--- src/rtl/vga_fb_pkg.sv ---
// Shared constants for the VGA framebuffer read path: default geometry and
// the reader FSM state encoding.
package vga_fb_pkg;

    localparam int ADDR_W_DEF = 12;
    localparam int WORD_W_DEF = 32;
    localparam int FB_DEPTH   = 1 << ADDR_W_DEF;

    typedef logic [1:0] fb_state_t;

    localparam fb_state_t ST_IDLE  = 2'd0;
    localparam fb_state_t ST_ISSUE = 2'd1;
    localparam fb_state_t ST_DRAIN = 2'd2;
    localparam fb_state_t ST_DONE  = 2'd3;

endpackage

--- src/rtl/read_latency_pipe.sv ---
// Delay line that tracks which RAM read slots carry a real request, so the
// returning q can be qualified RD_LATENCY cycles after its address.
module read_latency_pipe #(
    parameter int RD_LATENCY = 2
) (
    input  logic clock,
    input  logic reset,
    input  logic valid_in,
    output logic valid_out,
    output logic busy
);

    logic [RD_LATENCY-1:0] stages;

    // NOTE: sequential state uses non-blocking assignments so every stage
    // samples its neighbour's pre-edge value; blocking here would collapse
    // the delay line into a single register.
    always_ff @(posedge clock) begin
        if (reset) begin
            stages <= '0;
        end else begin
            stages[0] <= valid_in;
            for (int i = 1; i < RD_LATENCY; i++) begin
                stages[i] <= stages[i-1];
            end
        end
    end

    assign valid_out = stages[RD_LATENCY-1];
    assign busy      = |stages;

endmodule

--- src/rtl/framebuffer_reader.sv ---
// Reads WORD_W consecutive 1-bit pixels from the framebuffer RAM starting at a
// latched base address and packs them into one word with a done pulse.
module framebuffer_reader
    import vga_fb_pkg::*;
#(
    parameter int ADDR_W     = ADDR_W_DEF,
    parameter int WORD_W     = WORD_W_DEF,
    parameter int RD_LATENCY = 2
) (
    input  logic              clock,
    input  logic              reset,
    input  logic              start,
    input  logic [31:0]       endereco_base,
    output logic [ADDR_W-1:0] rdaddress,
    output logic              rden,
    input  logic              q,
    output logic [WORD_W-1:0] dados_out,
    output logic              done,
    output logic              ready
);

    localparam int               CNT_W  = $clog2(WORD_W);
    localparam logic [CNT_W-1:0] LAST_K = CNT_W'(WORD_W - 1);

    fb_state_t         state;
    logic [ADDR_W-1:0] base_reg;
    logic [CNT_W-1:0]  count;
    logic [WORD_W-1:0] shift_reg;
    logic              valid_out;
    logic              pipe_busy;
    logic              unused_base_bits;

    assign unused_base_bits = ^endereco_base[31:ADDR_W];

    read_latency_pipe #(
        .RD_LATENCY (RD_LATENCY)
    ) u_valid_pipe (
        .clock     (clock),
        .reset     (reset),
        .valid_in  (rden),
        .valid_out (valid_out),
        .busy      (pipe_busy)
    );

    // The address for slot k+1 is registered while slot k is on the bus, so
    // slot 0 is loaded straight from the base on acceptance.
    always_ff @(posedge clock) begin
        if (reset) begin
            state     <= ST_IDLE;
            base_reg  <= '0;
            count     <= '0;
            rdaddress <= '0;
            rden      <= 1'b0;
            dados_out <= '0;
        end else begin
            case (state)
                ST_IDLE: begin
                    if (start) begin
                        base_reg  <= endereco_base[ADDR_W-1:0];
                        count     <= '0;
                        rdaddress <= endereco_base[ADDR_W-1:0];
                        rden      <= 1'b1;
                        state     <= ST_ISSUE;
                    end
                end
                ST_ISSUE: begin
                    if (count == LAST_K) begin
                        rden  <= 1'b0;
                        state <= ST_DRAIN;
                    end else begin
                        count     <= count + 1'b1;
                        rdaddress <= base_reg + ADDR_W'(count) + 1'b1;
                    end
                end
                ST_DRAIN: begin
                    // Empty pipe means the last in-flight pixel was already captured.
                    if (!pipe_busy) begin
                        dados_out <= shift_reg;
                        state     <= ST_DONE;
                    end
                end
                ST_DONE: begin
                    state <= ST_IDLE;
                end
                default: begin
                    state <= ST_IDLE;
                end
            endcase
        end
    end

    // NOTE: the assembly register is reset even though a burst overwrites it
    // completely; it is a handful of flops, not a memory array, and a known
    // value keeps an aborted burst from leaking into simulation.
    always_ff @(posedge clock) begin
        if (reset) begin
            shift_reg <= '0;
        end else if (valid_out) begin
            shift_reg <= {q, shift_reg[WORD_W-1:1]};
        end
    end

    assign done  = (state == ST_DONE);
    assign ready = (state == ST_IDLE);

endmodule
--- config.mk ---
export PLATFORM = sky130hd
export DESIGN_NAME = framebuffer_reader
export DESIGN_NICKNAME = d
export VERILOG_FILES = /design/src/rtl/vga_fb_pkg.sv /design/src/rtl/read_latency_pipe.sv /design/src/rtl/framebuffer_reader.sv
export SDC_FILE = /design/constraint.sdc
export NUM_CORES = 1
export LEC_CHECK = 0
export CAP_MARGIN = 20
export CORE_ASPECT_RATIO = 1.2
export CORE_MARGIN = 2
export CORE_UTILIZATION = 46
export DETAILED_ROUTE_END_ITERATION = 7
export GPL_TIMING_DRIVEN = 1
export HOLD_SLACK_MARGIN = 0.15
export PLACE_DENSITY = 0.75
export RECOVER_POWER = 50
export SLEW_MARGIN = 30
export SYNTH_ARGS = -nofsm -noshare
export SYNTH_HDL_FRONTEND = slang
export SYNTH_SLANG_ARGS = --single-unit
--- constraint.sdc ---
create_clock -name clock -period 1.8 [get_ports clock]
set_input_delay 0.27 -clock clock [delete_from_list [all_inputs] [get_ports clock]]
set_output_delay 0.27 -clock clock [all_outputs]
set_load 0.01 [all_outputs]
Yosys cells after proc, flatten, opt, wreduce, memory -nomap -nowiden. Cells that the tools add are included.

Logic and storage cells: 41. Input bits: 36. Bits in registers: 98.

Multiplexer cells: 13. Reduce and logical (&&, ||, !) cells: 8. Bitwise gates (word level): 1. Add/sub/neg operators: 3. Eq/ne operators: 8.

Operators by type and width (count): 12-bit 2-to-1 mux (2); 12-bit one-hot mux with 2 select lines (1); 12-bit by 1-bit adder with 12-bit output (second input constant) (1); 12-bit by 5-bit adder with 12-bit output (1); 5-bit 2-to-1 mux (2); 5-bit one-hot mux with 2 select lines (1); 3-bit AND reduction (3); 2-bit != test (second input constant) (4); 2-bit one-hot mux with 4 select lines (1); 2-bit 2-to-1 mux (3); 5-bit by 1-bit adder with 5-bit output (second input constant) (1); 5-bit equality test (second input constant) (1); 2-bit equality test (second input constant) (2); 2-bit AND reduction (2); 2-bit by 1-bit equality test with 1-bit output (second input constant) (1); 2-bit zero test (1); 1-bit 2-to-1 mux (2); 1-bit one-hot mux with 2 select lines (1); 2-bit nonzero test (1); 2-bit OR reduction (1); 1-bit inverter (1).

Depth between registers and ports, before layout. Gate-level depths: netlist (run 1).

Depth in word-level cells: 4. Mapped depth: 9.

Hierarchy. A second synthesis (run 1) with hierarchy kept.

Cell total of the unflattened synthesis: 477. Area, all modules: 4060.1 µm².

By module, submodules not included: framebuffer_reader (cells each 472, area each 4001.3 µm², seq. area each 1921.8 µm², instances 1); read_latency_pipe (cells each 5, area each 58.8 µm², seq. area each 40.0 µm², instances 1).

Worst setup path before layout (run 1). OpenSTA, ideal clock, no wires.

Kind: reg-to-reg. From: register count[0]. To: register rdaddress[10]. Path buffers: 0. Stages on the path, launching flop included: 9. Path slack: -0.089 ns. Setup time: 0.070 ns. Arrival: 1.818 ns. Data required time: 1.730 ns. Period minus slack after synthesis: 1.889 ns. Cells stage by stage: dfxtp_1 -> inv_1 -> ha_1 -> fa_1 -> nor2b_1 -> o31a_4 -> mux2i_1 -> or3_1 -> a21oi_1.

Cells in the longest elaborated chain, start to end: 4. Elaborated cells between the ends (all ways): 7.

Ends and longest elaborated chain: from (decl) (line framebuffer_reader.sv:27) `logic [CNT_W-1:0] count;`; from (signal assigned) (line framebuffer_reader.sv:71) `count <= count + 1'b1;`; 12-bit by 5-bit adder with 12-bit output (line framebuffer_reader.sv:72) `rdaddress <= base_reg + ADDR_W'(count) + 1'b1;`; 12-bit by 1-bit adder with 12-bit output (line framebuffer_reader.sv:72); 12-bit 2-to-1 mux (line framebuffer_reader.sv:67) `if (count == LAST_K) begin`; 12-bit one-hot mux with 2 select lines (line framebuffer_reader.sv:56) `case (state)`; to (signal assigned) (line framebuffer_reader.sv:61) `rdaddress <= endereco_base[ADDR_W-1:0];`; to (signal assigned) (line framebuffer_reader.sv:72); to (decl) (line framebuffer_reader.sv:14) `output logic [ADDR_W-1:0] rdaddress,`.

Several ways; a longest one is shown, not always the timed one. The select of a mux whose other input is x is not followed. A chain may end at the register's enable or synchronous reset.

Worst setup path in the final report (run 1). Same ends and word-level chain as after synthesis.

==> results.yml, run 1 <==
timing:
  fin_worst_skew_ps: 9.15
  hold_viol_final: 0
  worst_pin_slew_ps: 626
  maxSlewViolCount: 0
  setup_viol: 13
  setup_ws_ps: -108
  post-route-min-period_ps: 1910
  rsz0062_at_grt: "yes"
  min_period_over_period: 1.06
  max_freq_mhz: 524
  slew_headroom: 0.583
  tns_ps: -660
cells_and_area:
  n_antenna_cell: 0
  final_nets: 600
  final_core_util: 0.622
  layout-drive-gt1-share: 0.153
  layout.filler_cells: 745
  synthToLayoutAreaGrowth_pct: 31.7
synth:
  synthMuxAreaShare: 0.0861
  ys_seq_area_frac: 0.482
  avgSynthCellArea_um2: 8.57
  ys_types: 46
  synth_top_family_by_area: "simple AND/OR/NAND/NOR gates"
  synth_ff_type: "dfxtp_1"
  synth_edf_count: 0
  synth_top_area_frac: 0.482
  synth_fp_nets: 523
  synth-compound-area-share: 0.147
  yosys_warnings: 0
  synth.cell_area_mm2: 0.00407
  yosys.area.top_type: "dfxtp_1"
  syn_inst: 475
  synth-seq-cells: 98
  yosys.area_share.xor_xnor: 0.00861
  synthSimpleGateAreaFrac: 0.199
  synthTopCellsByArea: "dfxtp_1 (48%), nand2_1 (9.6%), mux2i_1 (8.6%)"
  synthAdderAreaFrac: 0.0387
  synthArstFlopShare: 0
routing:
  ant_nets: 0
  route.detailed.drc: 0
  wl_um: 9040
  drt_first_iter_violations: 151
  wl_per_cell_um: 13.4
  first_pass_iters: 4
  num_vias: 3482
  vias_per_cell: 5.17
floorplanning:
  die-height_um: 107
  dieWidth_um: 89.9
  initial_core_util: 0.473
  core-area_mm2: 0.00861
  row_count: 37
  dieArea_mm2: 0.00962
  io_pins: 83
global_route:
  antenna_found_initial: 0
  grt_max_degree: 33
  grt_pass1_vias: 3387
  overflow: 0
  grt_pass1_wl_um: 15100
  grt_usage: 0.190
place:
  dp_hpwl_um: 6110
  gp_congestion: 0.883
  port_buffers: 62
run_status:
  violations: "negative setup slack"
  outcome: "finished with violations"
critical_path:
  cpMaxStageDelayCell: "or3_1"
  start_kind: "flop"
  r2r-start: "count[0]"
  worstSetupEndpointType: "flop"
  cp-startpoint: "count[0]"
  cpPeakStageDelay_ps: 370
  critPathTopFamily: "adder cells"
  critical_path_class: "reg2reg"
  path_max_fanout: 5
  path_buf_inv: 1
  critical_path_required_ps: 2090
  arrival_ps: 2200
  crit_chain: "inv_2 -> ha_4 -> fa_2 -> nor2b_4 -> o31a_4 -> mux2i_1 -> or3_1 -> a21oi_2"
clock_network:
  clk_latency_ps: 360
  cts_tree: "yes"
  clock_sinks: 98
  clock_tree.buffer_depth: 2
  htree_levels: 3
  cts_buffers: 9
  root_buffer: "clkbuf_8"
  clk_pin_slew_ps: 100
power:
  pwr_density_cell_mw_per_mm2: 1200
  finalPower_uw: 6420
  clockPowerShare: 0.205
  pwr-share-comb: 0.399
  irDropWorstVdd_v: 0.000621
  internal_power_uw: 4120
  p_sw_frac: 0.358
  pwr-share-seq: 0.396
  p_switching_uw: 2300
  p_leak_uw: 0.00188
job:
  maxCapViolCount: 0
worst_hold_path:
  hp-class: "in2reg"
  min_from: "reset"
-- power by group through the flow --
stage	clock network (µW)	logic [µW]	registers, µW
floorplan	0	1230	2600
global placement	0	2120	2570
detailed placement	0	2170	2580
CTS	1370	2440	2540
global route	1460	2760	2560
finish	1320	2560	2540
-- per-stage QoR --
| stage | area (µm²) | hold WS (ps) | instances | setup slack (ps) |
|---|---|---|---|---|
| 6_report | 5360 | 411 | 674 | -108 |
| 5_1_grt | 5360 | 438 | 674 | -190 |
| 4_1_cts | 5280 | 396 | 672 | -86.5 |
| 3_5_place_dp | 4990 | 446 | 652 | -159 |
| 3_3_place_gp | 4990 | 439 | 652 | -121 |
| 2_1_floorplan | 4090 | 406 | 475 | -8.90 |
-- final timing paths --
check	end	cells past startpoint	slack (ps)
worst max-delay path	rdaddress[10]	8	-110
worst max register to register	rdaddress[10]	8	-110
worst min register to register	dados_out[21]	2	460
worst min-delay path	state[1]	2	410
-- synth_stat cells (3+ instances only) --
library cell	instances
nor2b_1	5
or3_1	4
dfxtp_1	98
inv_1	9
nand3_1	4
a21oi_1	57
nand4_1	3
a211oi_1	8
nor3_1	4
ha_1	11
o21ai_0	9
o211ai_1	3
buf_2	10
buf_1	3
clkbuf_1	17
nor2_1	47
nand2_1	104
a21o_1	4
nand2b_1	4
mux2i_1	35
-- layout by cell type, fill, tap and decap left out, types with 6 or more instances in the layout --
cell / synthesis / layout
nand2_1: 104 / 104
dfxtp_1: 98 / 93
clkdlybuf4s50_1: 0 / 59
a21oi_1: 57 / 56
nor2_1: 47 / 47
mux2i_1: 35 / 34
buf_4: 0 / 27
clkbuf_8: 0 / 9
inv_1: 9 / 6
a211oi_1: 8 / 6
-- repair_timing --
item / in CTS / in global routing
setup endpoints to repair: 19 / 16
hold buffers: 0 / 0
gates cloned: 1 / 0
pin swaps: 10 / 12
gates resized for setup: 23 / 14
buffers inserted: 3 / 2
-- area by class of cell --
cell class              count  area [µm²]  share of cell area
clock buffers               9         124              0.0231
clock inverters             7        61.3              0.0114
inverters                   9        33.8             0.00630
multi-input cells         339        2100               0.391
flip-flops and latches     98        1970               0.367
well taps                 117         146              0.0273
repair buffers             95         931               0.174
-- cell families (layout without fill, tap and decap cells) --
logic type | count (synthesis) | count (layout)
flops | 98 | 98
buf+inv | 39 | 120
simple gates | 189 | 189
fa+ha+maj | 12 | 12
compound gates | 98 | 99
xor+xnor | 4 | 4
mux | 35 | 35
-- metal layers --
layer / vias to the layer above / wire (µm) / GRT usage
met5: - / 0 / 0
met4: 0 / 104 / 0.0637
met3: 9 / 502 / 0.0464
met2: 95 / 4710 / 0.360
met1: 1612 / 3730 / 0.209
li1: 1766 / - / -
Note: power is estimated with default switching activity, not from simulation.
==> run 2: changes to the inputs <==
--- a/config.mk
+++ b/config.mk
@@ -7,8 +7,8 @@
 export LEC_CHECK = 0
 export CAP_MARGIN = 20
 export CORE_ASPECT_RATIO = 1.2
-export CORE_MARGIN = 2
 export CORE_UTILIZATION = 46
+export CTS_CLUSTER_SIZE = 25
 export DETAILED_ROUTE_END_ITERATION = 7
 export GPL_TIMING_DRIVEN = 1
 export HOLD_SLACK_MARGIN = 0.15
==> results.yml, run 2 (synthesis results as in run 1) <==
run_status:
  outcome: "finished with violations"
  violations: "negative setup slack"
critical_path:
  cp_common_cell: "ha_4"
  cpPeakStageDelay_ps: 390
  critical_path_class: "reg2reg"
  arrival_ps: 2260
  worstSetupEndpointType: "flop"
  path_max_fanout: 6
  cpMaxStageDelayCell: "dfxtp_4"
  critical_path_required_ps: 2070
  crit_chain: "ha_4 -> and3_4 -> ha_4 -> nand2b_4 -> a21oi_4 -> buf_6 -> buf_12 -> nand4_1 -> xor2_1 -> nor2_1"
  start_kind: "flop"
global_route:
  grt_pass1_vias: 3297
  antenna_found_initial: 0
  grtUsageMet3: 0.0434
  grt_use_met1: 0.231
  grt_pass1_wl_um: 14600
  grt_usage: 0.200
  grt-busiest-layer: "met2"
  overflow: 0
  grt_max_degree: 65
  met2_usage: 0.355
clock_network:
  cts_tree: "yes"
  cts_buffers: 9
  htree_levels: 3
  clk_latency_ps: 380
  clk_pin_slew_ps: 110
  clock_sinks: 98
  root_buffer: "clkbuf_8"
  clock_tree.buffer_depth: 2
timing:
  max_freq_mhz: 502
  maxSlewViolCount: 0
  fin_worst_skew_ps: 17.2
  setup_viol: 14
  slew_headroom: 0.320
  hold_viol_final: 0
  worst_pin_slew_ps: 1020
  rsz0062_at_grt: "yes"
  setup_ws_ps: -194
  post-route-min-period_ps: 1990
  min_period_over_period: 1.11
  tns_ps: -1230
  whs_ps: 325
floorplanning:
  dieArea_mm2: 0.00923
  dieWidth_um: 87.9
  io_pins: 83
  row_count: 37
  initial_core_util: 0.475
  core-area_mm2: 0.00856
  die-height_um: 105
cells_and_area:
  layout-drive-gt1-share: 0.160
  final_common_cell: "nand2_1"
  layout_common_cells: "nand2_1 (103), dfxtp_1 (94), clkdlybuf4s50_1 (56)"
  synthToLayoutAreaGrowth_pct: 33.8
  n_antenna_cell: 0
  final_nets: 604
  layout.filler_cells: 693
  fin_cells: 678
place:
  dp_hpwl_um: 5880
  gp_congestion: 0.841
  port_buffers: 62
  dpl.cell_count: 650
job:
  maxCapViolCount: 0
routing:
  num_vias: 3523
  wl_per_cell_um: 13.8
  vias_per_cell: 5.20
  route.detailed.drc: 0
  drt_first_iter_violations: 123
  first_pass_iters: 4
  ant_nets: 0
  wl_um: 9330
power:
  pwr_density_cell_mw_per_mm2: 1240
  irDropWorstVdd_v: 0.000926
  p_leak_uw: 0.00192
worst_hold_path:
  hp-class: "in2reg"
==> run 2: cell count changes in the layout (fill, tap and decap cells not counted), moves of 2 or more <==
| cell | before | now |
|---|---|---|
| a21oi_1 | 56 | 54 |
| a21oi_2 | 1 | 3 |
| buf_12 | 5 | 3 |
| buf_4 | 27 | 23 |
| buf_6 | 0 | 5 |
| clkbuf_2 | 0 | 3 |
| clkdlybuf4s50_1 | 59 | 56 |
| dfxtp_2 | 5 | 3 |
| dlygate4sd3_1 | 0 | 3 |
| ha_1 | 5 | 7 |
| ha_2 | 4 | 1 |
| o31ai_2 | 2 | 0 |
==> run 2: worst paths after layout <==
path	cells past startpoint	slack, ps	endpoint	start
worst max-delay path	10	-190	count[3]	count[0]
worst min register to register	2	460	dados_out[15]	dados_out[15]
worst min-delay path	2	330	state[1]	reset
worst max register to register	10	-190	count[3]	count[0]
==> run 2: metrics by stage <==
step                utilization  setup slack (ps)  area (µm²)  total power (µW)
detailed placement        0.580              -161        4960              4770
CTS                       0.618              -134        5290              6560
global route              0.636              -267        5450              7100
global placement          0.580              -115        4960              4710
finish                    0.636              -194        5450              6750
floorplan                     -             -8.90        4090              3830
==> run 2: cell type report <==
type | count | area (µm²) | area share
Tap cell | 117 | 146 | 0.0269
Clock inverter | 7 | 76.3 | 0.0140
Inverter | 9 | 36.3 | 0.00666
Clock buffer | 9 | 124 | 0.0227
Multi-Input combinational cell | 339 | 2140 | 0.392
Sequential cell | 98 | 1970 | 0.362
Timing Repair Buffer | 99 | 957 | 0.176
==> run 2: routing by layer <==
| metal | wire (µm) | part of all wire |
|---|---|---|
| met5 | 0 | 0 |
| met4 | 264 | 0.028 |
| met3 | 323 | 0.035 |
| met2 | 4860 | 0.52 |
| met1 | 3880 | 0.42 |
==> run 2: power breakdown <==
group | switching, µW | total (µW) | internal (µW) | leakage, µW
sequential | 165 | 2550 | 2380 | 0.000796
combinational | 1450 | 2770 | 1330 | 0.00102
clock | 871 | 1430 | 556 | 0.000103
==> run 2: critical path, delay by kind of cell (launching register included) <==
family                   cells  cell delay (ps)
AND/OR/NAND/NOR              4              520
flip-flops                   1              390
adder cells (fa/ha/maj)      2              330
buffers and inverters        2              270
AO/OA/AOI/OAI                1              190
XOR/XNOR                     1              170
==> run 2: timing repair <==
action / in CTS / in global routing
setup endpoints to repair: 18 / 19
gates resized for setup: 23 / 29
buffers inserted: 5 / 5
gates cloned: 2 / 0
hold buffers: 0 / 0
pin swaps: 14 / 18
==> run 3: changes to the inputs <==
--- a/config.mk
+++ b/config.mk
@@ -10,7 +10,6 @@
 export CORE_UTILIZATION = 46
 export CTS_CLUSTER_SIZE = 25
 export DETAILED_ROUTE_END_ITERATION = 7
-export GPL_TIMING_DRIVEN = 1
 export HOLD_SLACK_MARGIN = 0.15
 export PLACE_DENSITY = 0.75
 export RECOVER_POWER = 50
==> results of run 3 <==
Same layout as run 2: the final DEF is identical, and so are final timing and power.
